<file path="src/rtl/knn_insert_sort.sv">
`default_nettype none
// ============================================================================
//  Module   : knn_insert_sort
//  Purpose  : Keeps the K smallest (distance, label) samples streamed since the
//             last clear, sorted ascending in registers. slot 0 is the nearest.
//             One insert per cycle, no backpressure. The sorted list is read
//             through a combinational random-access port.
//  Ports    : clk       - clock, rising edge
//             rst       - asynchronous reset, active-low
//             clear     - synchronous list clear (beats in_valid)
//             in_valid  - sample present on dist_in / label_in
//             dist_in   - unsigned squared distance
//             label_in  - label of the training point
//             rd_addr   - slot to read (0 = nearest)
//             rd_dist   - distance in slot rd_addr
//             rd_label  - label in slot rd_addr
//             rd_valid  - slot rd_addr holds a sample
//             count     - occupied slots, saturates at K
//             full      - count == K
//             max_dist  - distance in slot K-1 (all ones while not full)
//  Revision : 1.0 - initial release
// ============================================================================
module knn_insert_sort #(
    parameter int DATA_W  = 16,
    parameter int LABEL_W = 8,
    parameter int K       = 8,
    localparam int DIST_W = 2 * DATA_W,
    localparam int ADDR_W = (K > 1) ? $clog2(K) : 1,
    localparam int CNT_W  = $clog2(K + 1)
) (
    input  logic               clk,
    input  logic               rst,
    input  logic               clear,
    input  logic               in_valid,
    input  logic [DIST_W-1:0]  dist_in,
    input  logic [LABEL_W-1:0] label_in,
    input  logic [ADDR_W-1:0]  rd_addr,
    output logic [DIST_W-1:0]  rd_dist,
    output logic [LABEL_W-1:0] rd_label,
    output logic               rd_valid,
    output logic [CNT_W-1:0]   count,
    output logic               full,
    output logic [DIST_W-1:0]  max_dist
);

    localparam logic [CNT_W-1:0]  C_K_CNT   = CNT_W'(K);
    localparam logic [ADDR_W:0]   C_K_ADDR  = (ADDR_W + 1)'(K);
    localparam logic [DIST_W-1:0] C_EMPTY_D = '1;

    // ------------------------------------------------------------------
    // Slot storage
    // ------------------------------------------------------------------
    logic [DIST_W-1:0]  dist_q  [K];
    logic [DIST_W-1:0]  dist_d  [K];
    logic [LABEL_W-1:0] label_q [K];
    logic [LABEL_W-1:0] label_d [K];
    logic [K-1:0]       vld_q;
    logic [K-1:0]       vld_d;
    logic [CNT_W-1:0]   count_q;
    logic [CNT_W-1:0]   count_d;

    // w_le[i]  : slot i is occupied and its distance is <= dist_in, so the
    //            new sample must land after it (earlier arrival wins ties).
    //            Because the list is sorted and contiguous this vector is a
    //            thermometer code: ones in slots 0..pos-1.
    // w_prev[i]: w_le of the slot above (slot 0 sees a constant 1).
    // w_wr[i]  : one-hot, slot i is the insertion point.
    // w_sh[i]  : slot i takes the content of slot i-1.
    // If every slot satisfies w_le (pos == K) both vectors are zero and the
    // sample is dropped without any extra logic.
    logic [K-1:0] w_le;
    logic [K-1:0] w_prev;
    logic [K-1:0] w_wr;
    logic [K-1:0] w_sh;

    always_comb begin
        w_le   = '0;
        w_prev = '0;
        w_wr   = '0;
        w_sh   = '0;
        for (int i = 0; i < K; i++) begin
            w_le[i] = vld_q[i] && (dist_q[i] <= dist_in);
        end
        w_prev[0] = 1'b1;
        for (int i = 1; i < K; i++) begin
            w_prev[i] = w_le[i-1];
        end
        for (int i = 0; i < K; i++) begin
            w_wr[i] = !w_le[i] && w_prev[i];
            w_sh[i] = !w_le[i] && !w_prev[i];
        end
    end

    // ------------------------------------------------------------------
    // Next-state
    // ------------------------------------------------------------------
    always_comb begin
        dist_d  = dist_q;
        label_d = label_q;
        vld_d   = vld_q;
        count_d = count_q;
        if (clear) begin
            for (int i = 0; i < K; i++) begin
                dist_d[i]  = C_EMPTY_D;
                label_d[i] = '0;
            end
            vld_d   = '0;
            count_d = '0;
        end else if (in_valid) begin
            if (w_wr[0]) begin
                dist_d[0]  = dist_in;
                label_d[0] = label_in;
                vld_d[0]   = 1'b1;
            end
            for (int i = 1; i < K; i++) begin
                if (w_wr[i]) begin
                    dist_d[i]  = dist_in;
                    label_d[i] = label_in;
                    vld_d[i]   = 1'b1;
                end else if (w_sh[i]) begin
                    dist_d[i]  = dist_q[i-1];
                    label_d[i] = label_q[i-1];
                    vld_d[i]   = vld_q[i-1];
                end
            end
            // While not full, pos <= count < K, so the sample is always kept.
            if (count_q != C_K_CNT) begin
                count_d = count_q + 1'b1;
            end
        end
    end

    always_ff @(posedge clk or negedge rst) begin
        if (!rst) begin
            for (int i = 0; i < K; i++) begin
                dist_q[i]  <= C_EMPTY_D;
                label_q[i] <= '0;
            end
            vld_q   <= '0;
            count_q <= '0;
        end else begin
            for (int i = 0; i < K; i++) begin
                dist_q[i]  <= dist_d[i];
                label_q[i] <= label_d[i];
            end
            vld_q   <= vld_d;
            count_q <= count_d;
        end
    end

    // ------------------------------------------------------------------
    // Outputs
    // ------------------------------------------------------------------
    assign count    = count_q;
    assign full     = (count_q == C_K_CNT);
    // Empty slots hold all ones, so the last slot already gives the
    // "all ones while not full" value.
    assign max_dist = dist_q[K-1];

    generate
        if ((1 << ADDR_W) == K) begin : g_rd_pow2
            assign rd_dist  = dist_q[rd_addr];
            assign rd_label = label_q[rd_addr];
            assign rd_valid = vld_q[rd_addr];
        end else begin : g_rd_range
            logic w_in_range;
            assign w_in_range = ({1'b0, rd_addr} < C_K_ADDR);
            assign rd_dist    = w_in_range ? dist_q[rd_addr]  : '0;
            assign rd_label   = w_in_range ? label_q[rd_addr] : '0;
            assign rd_valid   = w_in_range ? vld_q[rd_addr]   : 1'b0;
        end
    endgenerate

endmodule
`default_nettype wire
</file>
<file path="config.mk">
export PLATFORM = sky130hd
export DESIGN_NAME = knn_insert_sort
export DESIGN_NICKNAME = d
export VERILOG_FILES = /design/src/rtl/knn_insert_sort.sv
export SDC_FILE = /design/constraint.sdc
export NUM_CORES = 1
export LEC_CHECK = 0
export BUFFER_PORTS_ARGS = -buffer_cell sky130_fd_sc_hd__buf_2
export CAP_MARGIN = 20
export CORE_MARGIN = 2
export CORE_UTILIZATION = 30
export DETAILED_ROUTE_END_ITERATION = 6
export PLACE_DENSITY = 0.52
export SYNTH_ARGS = -nofsm -noshare
export SYNTH_HDL_FRONTEND = slang
export SYNTH_SLANG_ARGS = --single-unit
</file>
<file path="constraint.sdc">
create_clock -name clk -period 3.7 [get_ports clk]
set_input_delay 0.74 -clock clk [delete_from_list [all_inputs] [get_ports clk]]
set_output_delay 0.74 -clock clk [all_outputs]
set_load 0.01 [all_outputs]
</file>
==> run metrics <==
Net Count, Synth=~2400; synth-to-layout area growth=20.0%; Top Ports=125; CP arrival=3890 ps; clock latency on the worst-skew pair=roughly 600 ps; RSZ-0062 raised after global routing=false; Hold Violations, Final=0; Routed WL per cell=~26 µm; Routed Antenna Nets=0; Yosys reg bits=332; Synth Cell Area=about 0.024 mm²; synthesized instance count=2108; Final Setup Violations=0; most frequent cells in the layout=mux2i_1, ha_1, dfstp_2, a2bb2oi_1, buf_4; PD cells=356 mW/mm²; Crit Path Class=input pin to flop; Lkg Pwr=around 11 nW; ys async rst share=100%; multi-input combinational cell area=approximately 0.014 mm²; Clock Path Buffers=3; Cell Count, Final, Fillers Out=between 3000 and 4000; pre-CTS setup slack=-290 ps; worst-path cell chain=buf_2 > inv_1 > buf_4 > ha_1 > nand4_1 > nor4_1 > buf_4 > o41a_1 > o21ai_4 > o21ai_4 > buf_12 > a2bb2oi_1; CTS H-Tree Depth=2; CP max-delay cell=nor4_1; worst-case clock skew=25.2 ps; clk sinks=around 330; vias in the first global route=approximately 20000; Worst setup SP type=input pin; row count=103; setup_tns=0 ps; Max Slew Vio Count=0; final period utilization=about nine tenths; Clock transition at path regs=roughly 60 ps; Final WS setup=between 300 and 400 ps; commonest non-fill, non-tap cell in the layout=mux2i_1; layout cells sized above 1=about 34%; post-layout power=around 10 mW; sequential-to-total area share from yosys stat=between 30% and 40%; largest net degree at the start of global routing=96; first-pass GRT wire length=about 130000 µm; Hold Path Class=input pin to async pin; Yosys warnings=0; CORE AREA=0.0786 mm²; Inst Count DP=between 3000 and 4000; Final HPWL DP=around 65000 µm; met3 Use GR=roughly 4%; drt first-iter violations=1584; antenna violations before repair=7; met1 Use GR=approximately 30%; Overflow after GRT=0; final WL=roughly 90000 µm; die width=~290 µm; nets@finish=between 2000 and 3000; post-CTS sizing=0; syn avg cell area=about 11 µm²; die area=between 0.08 and 0.09 mm²; gr usage total=between 20% and 30%; Critical Path RT=roughly 4200 ps; root buffer cell=clkbuf_16; port buffer count=about 120; outcome=completed; global route hottest layer=met2; gpl congestion=a little over 0.9; worst vdd ir=0.000269 V; Fillers=around 7800; critical path peak fanout=20; post-layout min period=3380 ps; EDFF count, synth=0; chip height=about 290 µm; crit end category=flop; post-CTS setup buffer count=0; CTS tree=yes; Max stage delay on crit path=around 780 ps; post-synthesis cell type count=59; Remaining DRCs=0; Main synth FF type=dfstp_2; drt first pass iters=5; Initial Utilization=~30%; worst rel slew slack=roughly two fifths; max-cap viol count=0; fmax=approximately 0.30 GHz; vias after detailed routing=~19000; worst slew pin tran=a little under 900 ps; M2 GR Usage=about 34%; hold-fix buffer count after cts=0; Via density=5.67; Sequential Area=0.00863 mm²; CTS buffer count=42
## per-stage QoR
step / cell area, µm² / utilization (%) / hold WS [ps]
after floorplan: 23700 / - / 444
final: 28500 / 36.2 / 221
after detailed placement: 27100 / 34.5 / 503
after global placement: 27100 / 34.5 / 493
after global routing: 28500 / 36.2 / 269
after CTS: 28500 / 36.2 / 233
## per-layer routing
layer	vias to the layer above	part of all wire, %
li1	8482	-
met1	9741	46
met2	635	45
met3	149	6.1
met4	8	3.1
met5	-	0.054
## cell usage after synthesis (12+ instances only)
cell,instances,area share (%)
ha_1,258,14
inv_1,92,1.5
buf_4,37,1.2
buf_1,15,0.24
nand3_1,22,0.46
nor2_1,48,0.76
o2bb2ai_1,16,0.59
dfrtp_1,76,8.0
buf_2,22,0.46
mux2i_1,282,12
o211ai_1,42,1.3
mux2_2,49,2.3
o21ai_0,30,0.63
o22ai_1,34,0.90
nand2_1,94,1.5
clkbuf_1,112,1.8
a21o_1,17,0.54
a21oi_1,109,2.3
mux4_2,82,7.8
a2bb2oi_1,226,8.3
dfstp_2,256,28
nand4_1,55,1.5
nor3_1,12,0.25
## path summary, 6_finish.rpt
check / startpoint / cells after the start / slack, ps / end
worst max-delay path: dist_in[31] / 12 / 320 / dist_q[203]
worst min-delay path: rst / 1 / 220 / count[1]
worst max register to register: dist_q[247] / 9 / 450 / label_q[62]
worst min register to register: label_q[53] / 1 / 520 / label_q[53]
max in group asynchronous: rst / 2 / 2500 / dist_q[55]
min in group clk: label_q[53] / 1 / 520 / label_q[53]
## sequential cells by signal, indices dropped and copies added, names as in the netlist
name      count
count         4
dist_q      224
label_q      64
max_dist     32
vld_q         8
## critical path, delay by kind of cell
kind / cells / cell delay [ps]
compound gates: 4 / 820
fa+ha+maj: 1 / 300
buf+inv: 5 / 1010
simple gates: 2 / 980
## final cells by class
| type | count | share of cell area, % |
|---|---|---|
| Inverter | 92 | 1.21 |
| Clock inverter | 13 | 0.514 |
| Antenna cell | 1 | 0.00879 |
| Multi-Input combinational cell | 1497 | 49.6 |
| Sequential cell | 332 | 30.3 |
| Tap cell | 1050 | 4.61 |
| Timing Repair Buffer | 309 | 9.54 |
| Clock buffer | 60 | 4.25 |
## kinds of logic (layout without fill, tap and decap cells)
| kind of cell | count (synthesis) | after routing | synth area share [%] |
|---|---|---|---|
| AOI/OAI and AO/OA | 546 | 546 | 17.1 |
| xor gates and xnor gates | 3 | 3 | 0.111 |
| adders and majority gates | 258 | 258 | 13.6 |
| buffers and inverters | 279 | 474 | 5.12 |
| DFF | 332 | 332 | 36.4 |
| muxes | 413 | 413 | 22.0 |
| other | 0 | 1 | 0 |
| and+or+nand+nor | 277 | 277 | 5.74 |
## where the power goes
part           internal, mW  total (mW)  leakage (nW)  switching [mW]
Combinational         0.840        1.98          6.37            1.14
Clock                  2.41        4.16         0.650            1.75
Sequential             3.84        4.00          3.73           0.157
(Power assumes the default switching activity.)
